## config.mk

```make
export PLATFORM = sky130hd
export DESIGN_NAME = ser_frame_rx_flat
export DESIGN_NICKNAME = d
export VERILOG_FILES = /design/src/rtl/ser_frame_pkg.sv /design/src/rtl/ser_frame_rx_if.sv /design/src/rtl/ser_frame_hold.sv /design/src/rtl/ser_frame_rx.sv /design/src/flat_wrapper.sv
export SDC_FILE = /design/constraint.sdc
export NUM_CORES = 1
export LEC_CHECK = 0
export CAP_MARGIN = 20
export CORE_ASPECT_RATIO = 0.9
export CORE_MARGIN = 2
export CORE_UTILIZATION = 50
export CTS_CLUSTER_DIAMETER = 50
export DETAILED_ROUTE_END_ITERATION = 8
export PLACE_DENSITY_LB_ADDON = 0.2
export SLEW_MARGIN = 30
export SYNTH_ARGS = -nofsm -noshare
export SYNTH_HDL_FRONTEND = slang
export SYNTH_SLANG_ARGS = --single-unit
```

## constraint.sdc

```tcl
create_clock -name C -period 1.2 [get_ports C]
set_input_delay 0.12 -clock C [delete_from_list [all_inputs] [get_ports C]]
set_output_delay 0.12 -clock C [all_outputs]
set_load 0.05 [all_outputs]
```

## src/rtl/ser_frame_pkg.sv

```systemverilog
// rtl/ser_frame_pkg.sv - shared FSM encoding and line levels for ser_frame_rx (SER_FRAME_RX_PARITY_EN adds PAR)
package ser_frame_pkg;

  typedef enum logic [1:0] {
    IDLE = 2'd0,
    DATA = 2'd1,
`ifdef SER_FRAME_RX_PARITY_EN
    PAR  = 2'd2,
`endif
    STOP = 2'd3
  } state_t;

  localparam logic LVL_IDLE  = 1'b0;
  localparam logic LVL_START = 1'b1;
  localparam logic LVL_STOP  = 1'b0;

endpackage

```

## src/rtl/ser_frame_rx_if.sv

```systemverilog
// rtl/ser_frame_rx_if.sv - receiver output handshake and status pulses
interface ser_frame_rx_if #(parameter int WIDTH = 8);

  logic [WIDTH-1:0] Q;
  logic             V;
  logic             A;
  logic             E;
  logic             O;

  // receiver side drives the word and status, consumer drives accept
  modport master (output Q, output V, output E, output O, input A);
  modport slave  (input Q, input V, input E, input O, output A);

endinterface

```

## src/rtl/ser_frame_hold.sv

```systemverilog
// rtl/ser_frame_hold.sv - one-entry output holding register with overrun detection
module ser_frame_hold #(
  parameter int WIDTH = 8
) (
  input  logic             clk,
  input  logic             rst,
  input  logic             load,
  input  logic [WIDTH-1:0] word,
  input  logic             a,
  output logic [WIDTH-1:0] q,
  output logic             v,
  output logic             o
);

  // a completed word is taken when the slot is free or being drained this cycle, else dropped
  always_ff @(posedge clk) begin
    if (rst) begin
      q <= '0;
      v <= 1'b0;
      o <= 1'b0;
    end else begin
      o <= 1'b0;
      if (load) begin
        if (!v || a) begin
          q <= word;
          v <= 1'b1;
        end else begin
          o <= 1'b1;
        end
      end else if (v && a) begin
        v <= 1'b0;
      end
    end
  end

endmodule

```

## src/rtl/ser_frame_rx.sv

```systemverilog
// rtl/ser_frame_rx.sv - serial frame receiver, optional even parity via SER_FRAME_RX_PARITY_EN
module ser_frame_rx #(
  parameter int WIDTH = 8
) (
  input  logic C,
  input  logic R,
  input  logic D,
  ser_frame_rx_if.master bus
);

  import ser_frame_pkg::*;

  localparam int CW = $clog2(WIDTH + 1);

  state_t           state, state_n;
  logic [CW-1:0]    cnt, cnt_n;
  logic [WIDTH-1:0] shreg, shreg_n;
  logic             frame_ok, frame_ok_n;
  logic             err, err_n;
  logic             stop_ok;
`ifdef SER_FRAME_RX_PARITY_EN
  logic             perr, perr_n;
`endif

  // state and datapath registers; reset wins over any frame in progress
  always_ff @(posedge C) begin
    if (R) begin
      state    <= IDLE;
      cnt      <= '0;
      shreg    <= '0;
      frame_ok <= 1'b0;
      err      <= 1'b0;
`ifdef SER_FRAME_RX_PARITY_EN
      perr     <= 1'b0;
`endif
    end else begin
      state    <= state_n;
      cnt      <= cnt_n;
      shreg    <= shreg_n;
      frame_ok <= frame_ok_n;
      err      <= err_n;
`ifdef SER_FRAME_RX_PARITY_EN
      perr     <= perr_n;
`endif
    end
  end

  // next-state, LSB-first shifting and end-of-frame verdict
  always_comb begin
    state_n    = state;
    cnt_n      = cnt;
    shreg_n    = shreg;
    frame_ok_n = 1'b0;
    err_n      = 1'b0;
    stop_ok    = (D == LVL_STOP);
`ifdef SER_FRAME_RX_PARITY_EN
    perr_n     = perr;
    stop_ok    = (D == LVL_STOP) && !perr;
`endif
    case (state)
      IDLE: begin
        if (D == LVL_START) begin
          state_n = DATA;
          cnt_n   = '0;
        end
      end
      DATA: begin
        shreg_n = {D, shreg[WIDTH-1:1]};
        cnt_n   = cnt + 1'b1;
        if (cnt == CW'(WIDTH - 1)) begin
`ifdef SER_FRAME_RX_PARITY_EN
          state_n = PAR;
`else
          state_n = STOP;
`endif
        end
      end
`ifdef SER_FRAME_RX_PARITY_EN
      PAR: begin
        perr_n  = ^{shreg, D};
        state_n = STOP;
      end
`endif
      STOP: begin
        state_n = IDLE;
        if (stop_ok) begin
          frame_ok_n = 1'b1;
        end else begin
          err_n = 1'b1;
        end
      end
      default: state_n = IDLE;
    endcase
  end

  assign bus.E = err;

  ser_frame_hold #(.WIDTH(WIDTH)) u_hold (
    .clk  (C),
    .rst  (R),
    .load (frame_ok),
    .word (shreg),
    .a    (bus.A),
    .q    (bus.Q),
    .v    (bus.V),
    .o    (bus.O)
  );

endmodule

```

## src/flat_wrapper.sv

```systemverilog
// flat-port wrapper written by rule: the top's interface ports become plain ports
module ser_frame_rx_flat import ser_frame_pkg::*;
#(
  parameter int WIDTH = 8
)
  (C, R, D, bus_Q, bus_V, bus_E, bus_O, bus_A);
  ser_frame_rx_if #(.WIDTH(WIDTH)) bus_i ();
  input  logic C;
  input  logic R;
  input  logic D;
  output wire logic [$bits(bus_i.Q)-1:0] bus_Q;
  output wire logic [$bits(bus_i.V)-1:0] bus_V;
  output wire logic [$bits(bus_i.E)-1:0] bus_E;
  output wire logic [$bits(bus_i.O)-1:0] bus_O;
  input wire logic [$bits(bus_i.A)-1:0] bus_A;
  assign bus_Q = bus_i.Q;
  assign bus_V = bus_i.V;
  assign bus_E = bus_i.E;
  assign bus_O = bus_i.O;
  assign bus_i.A = bus_A;
  ser_frame_rx #(.WIDTH(WIDTH)) u_core (.C(C), .R(R), .D(D), .bus(bus_i));
endmodule
```

After elaboration in Yosys (flattened, before gate mapping)
Index checks and enable logic that the tools add are counted.
{ "word_totals": {"register_bits": 26, "latch_bits": 0, "ram_bits": 0, "mem_bits_ro": 0, "in_bits": 4, "mem_count": 0} }
{ "classes": {"addsub": 1, "multipliers": 0, "div_mod_pow": 0, "order_cmp": 0, "n_eq_ne": 6, "shifts": 0, "muxes": 11, "n_bitwise": 2, "reduce_logical": 12} }
{ "op_table": {"columns": ["op", "n"], "rows": [
  ["case mux 4 bit (2 select lines)", 1],
  ["AND reduction 2 bit", 4],
  ["two-way mux 1 bit", 6],
  ["adder 4 x 1 -> 4 bit, second input constant", 1],
  ["equality test 4 x 3 -> 1 bit, second input constant", 1],
  ["two-way mux 2 bit", 2],
  ["two-way mux 4 bit", 1],
  ["!= test 2 bit, second input constant", 2],
  ["case mux 2 bit (2 select lines)", 1],
  ["nonzero test 2 bit", 2],
  ["OR reduction 2 bit", 2],
  ["equality test 2 x 1 -> 1 bit, second input constant", 1],
  ["equality test 2 bit, second input constant", 1],
  ["zero test 2 bit", 1],
  ["!= test 2 x 1 -> 1 bit, second input constant", 1],
  ["inverter 1 bit", 2],
  ["logical AND 1 bit", 1],
  ["zero test 1 bit", 1],
  ["logical OR 1 bit", 1]
]} }

Logic depth before layout (Yosys ltp)
{ "depth": {"ltp_word": 4, "depth_mapped": 4} }

Modules after synthesis
A second synthesis with hierarchy kept.
{ "hier_totals": {"cells_unflattened": 109, "area_unflattened_um2": 1036.0} }
{ "modules_own_cells": {"columns": ["mod", "instances", "cells_each", "area_per_inst_um2", "seq_area_each_um2"], "rows": [
  ["ser_frame_rx", 1, 68, 599.3, 320.3],
  ["ser_frame_hold", 1, 41, 436.7, 200.2]
]} }

Worst setup path after synthesis
Ideal clock, no wire load.
{ "synth_timing": {"path_kind": "flip-flop to flip-flop", "start": "register u_core.u_hold.v", "end": "register u_core.u_hold.q[4]", "t_arrival_ns": 1.217, "slack_ns": -0.087, "stages_incl_launch_ff": 4, "n_path_buf": 0, "cell_sequence": "dfxtp_1 nor2b_1 o21ai_0 a21oi_1"} }
{ "synth_via": {"elab_chain_len": 3} }
{ "synth_lines": {"columns": ["item", "line", "source"], "rows": [
  ["start: declaration", "ser_frame_hold.sv:11", "output logic v,"],
  ["start signal: assignment", "ser_frame_hold.sv:19", "v <= 1'b0;"],
  ["start signal: assignment", "ser_frame_hold.sv:26", "v <= 1'b1;"],
  ["start signal: assignment", "ser_frame_hold.sv:31", "v <= 1'b0;"],
  ["zero test 1 bit", "ser_frame_hold.sv:24", "if (!v || a) begin"],
  ["logical OR 1 bit", "ser_frame_hold.sv:24", null],
  ["AND reduction 2 bit (no source line)", null, null],
  ["end signal: assignment", "ser_frame_hold.sv:25", "q <= word;"],
  ["end: declaration", "ser_frame_hold.sv:10", "output logic [WIDTH-1:0] q,"]
]} }
No other way between the ends.
A chain may end at the register's enable or synchronous reset.

Worst setup path after layout
{ "layout_timing": {"start": "register u_core.state[1]", "end": "register u_core.cnt[3]"} }
{ "layout_via": {"elab_chain_len": 3, "elab_cells_between_ends": 6, "cone_classes": "eq/ne (2); mux (1); reduce/logical (3)"} }
{ "layout_lines": {"columns": ["item", "line", "source"], "rows": [
  ["start: declaration", "ser_frame_rx.sv:15", "state_t state, state_n;"],
  ["start signal: assignment", "ser_frame_rx.sv:37", "state <= state_n;"],
  ["equality test 2 x 1 -> 1 bit or zero test 2 bit (tied branches)", "ser_frame_rx.sv:60", "case (state)"],
  ["nonzero test 2 bit (no source line) or != test 2 bit (tied branches)", null, null],
  ["AND reduction 2 bit (no source line)", null, null],
  ["end signal: assignment", "ser_frame_rx.sv:38", "cnt <= cnt_n;"],
  ["end: declaration", "ser_frame_rx.sv:16", "logic [CW-1:0] cnt, cnt_n;"]
]} }
Parallel ways exist; a longest one is shown, timed or not.

==> metrics.txt <==
worst vdd ir=0.729 mV; top post-synthesis cells by area=dfxtp_1, a21oi_1, nand2_1; final period utilization=94.7%; fill count=140; multi-input combinational cell area=410 sq um; die width=50.2 um; worst path arrival time=1.36 ns; Final Max Slew Viols=0; global-route wire length before repair=3330 um; routed len/inst=12.4 um; PnR worst setup slack=0.0639 ns; crit path kind=reg2reg; TritonCTS buffer count=3; Tightest Pin Transition=0.298 ns; register area=523 sq um; Synth Flop Type=dfxtp_1; CTS tree=built; # diodes=0; post-synth top area share=54.2%; most frequent cell after synthesis=dfxtp_1; via density per instance=5.44; TritonCTS Sinks=26; clock root buffer=clkbuf_4; largest net degree at the start of global routing=25; Final ANT Viol Nets=0; Post-CTS Repair Setup Buffers=0; drt pass-1 iters=4; Reg clk slew, reported paths=0.13 ns; total I/O pin count=15; Syn Area/Cell=8.80 sq um; die area=2290 sq um; Initial Util=51.6%; CP required=1.43 ns; area of the core=1860 sq um; Mapped Cells=109; status=finished clean; grt ovf=0; sequential element share of the synthesized area=54.2%; P per Cell Area=1070 nW/um^2; H-tree depth=1; distinct cell type count after synthesis=24; pre-CTS WS=-0.0981 ns; Post-Layout Inst Area=1290 sq um; GRT Util Overall=19.9%; ys async rst share=0%; Crit. End Element=flip-flop; Yosys top cell by area=dfxtp_1; top post-synthesis cells by count=dfxtp_1, a21oi_1, nand2_1; nets=131; Seq cells post-synth=26; critical-path maximum fanout=5; Cell Rows=15; Placed Area=1250 sq um; mapped cell area=960 sq um; DP Wirelength=1360 um; Rel. slew slack=80.1%; antenna violations before repair=0; Yosys Warn Count=0; Syn Nets=114; routability congestion estimate=0.800; Die Ht=45.6 um; Setup Viol. Count Final=0; drt drc=0; Worst setup SP type=flip-flop; share of cells above drive strength 1=21.6%; max-cap violations=0; final hold violation count=0; PortBufs=14; number of global-route vias before repair=751; clock buffer depth=2; HP Class=in2reg; Worst-Skew Late Latency=0.32 ns; Post-synth EDFFs=0; FMAX=880 MHz; vias=816; Iter 0 DRT Violations=19; Area Growth Syn to Fin=34.7%; crit path time final=1.14 ns; Leak=0.461 nW; WL final=1850 um; clock skew=0.00415 ns
## layout make-up
class / count / share of cell area [%]
timing repair buffer: 19 / 22.3
tap: 25 / 2.42
multi-input combinational: 75 / 31.8
clock buffer: 4 / 2.81
inverter: 1 / 0.290
sequential: 26 / 40.5
## where the power goes
group / switching [mW] / leakage [nW] / internal (mW) / total [mW]
clock network: 0.247 / 0.0210 / 0.186 / 0.432
logic: 0.0429 / 0.229 / 0.0311 / 0.0740
registers: 0.00756 / 0.211 / 0.872 / 0.880
## cell usage in the layout, fill, tap and decap left out, types with 2 or more instances in the layout
cell	n
a21oi_1	18
buf_12	11
buf_4	5
clkbuf_4	3
clkdlybuf4s50_1	3
dfxtp_1	24
dfxtp_2	2
nand2_1	18
nand2b_1	3
nand3_1	8
nand3b_1	2
nor2_1	5
nor3_1	2
o21ai_0	8
## logic make-up after synthesis
| family | synth area share, % |
|---|---|
| DFF | 54.2 |
| adders and majority gates | 1.30 |
| AOI/OAI and AO/OA | 15.8 |
| muxes | 2.61 |
| buffers and inverters | 3.65 |
| and+or+nand+nor | 22.4 |
## per-layer routing
metal	GRT usage (%)	part of all wire (%)	wire, um
met4	10.0	1.3	25
met2	31.6	49	916
met3	4.61	6.3	117
met1	25.7	43	793
met5	0	0	0
## stage by stage
| stage | cells | total power, mW | hold slack (ns) | TNS, ns | util [%] |
|---|---|---|---|---|---|
| global route | 150 | 1.44 | 0.482 | -0.00193 | 69.6 |
| finish | 150 | 1.39 | 0.472 | 0 | 69.6 |
| CTS | 150 | 1.40 | 0.448 | 0 | 69.2 |
| global placement | 146 | 0.969 | 0.447 | -0.0832 | 67.2 |
| detailed placement | 146 | 0.972 | 0.458 | -0.584 | 67.2 |
| floorplan | 109 | 0.945 | 0.198 | 0 | - |
## sequential cells by signal, indices dropped and copies added, names as in the netlist
register	count
u_core.u_hold.o	1
u_core.state	2
u_core.bus.E	1
u_core.shreg	8
u_core.u_hold.q	8
u_core.cnt	4
u_core.frame_ok	1
u_core.u_hold.v	1
## timing repair
item                                    4_1_cts  5_1_grt
gates resized for setup                       0        3
hold buffers                                  0        0
endpoints found under the setup margin        0        9
## worst max-delay path, stage by stage, from the launching register on
cell	delay [ns]
dfxtp_2	0.37
and2b_4	0.25
nand4_2	0.12
mux2_4	0.31
## final timing paths
check | startpoint | to | slack, ns | depth (start not counted)
setup reg to reg | u_core.state[1] | u_core.cnt[3] | 0.06 | 3
setup / recovery | u_core.state[1] | u_core.cnt[3] | 0.06 | 3
hold / removal | D | u_core.frame_ok | 0.47 | 2
hold reg to reg | u_core.shreg[0] | u_core.shreg[0] | 0.48 | 2
(Power assumes the default switching activity.)
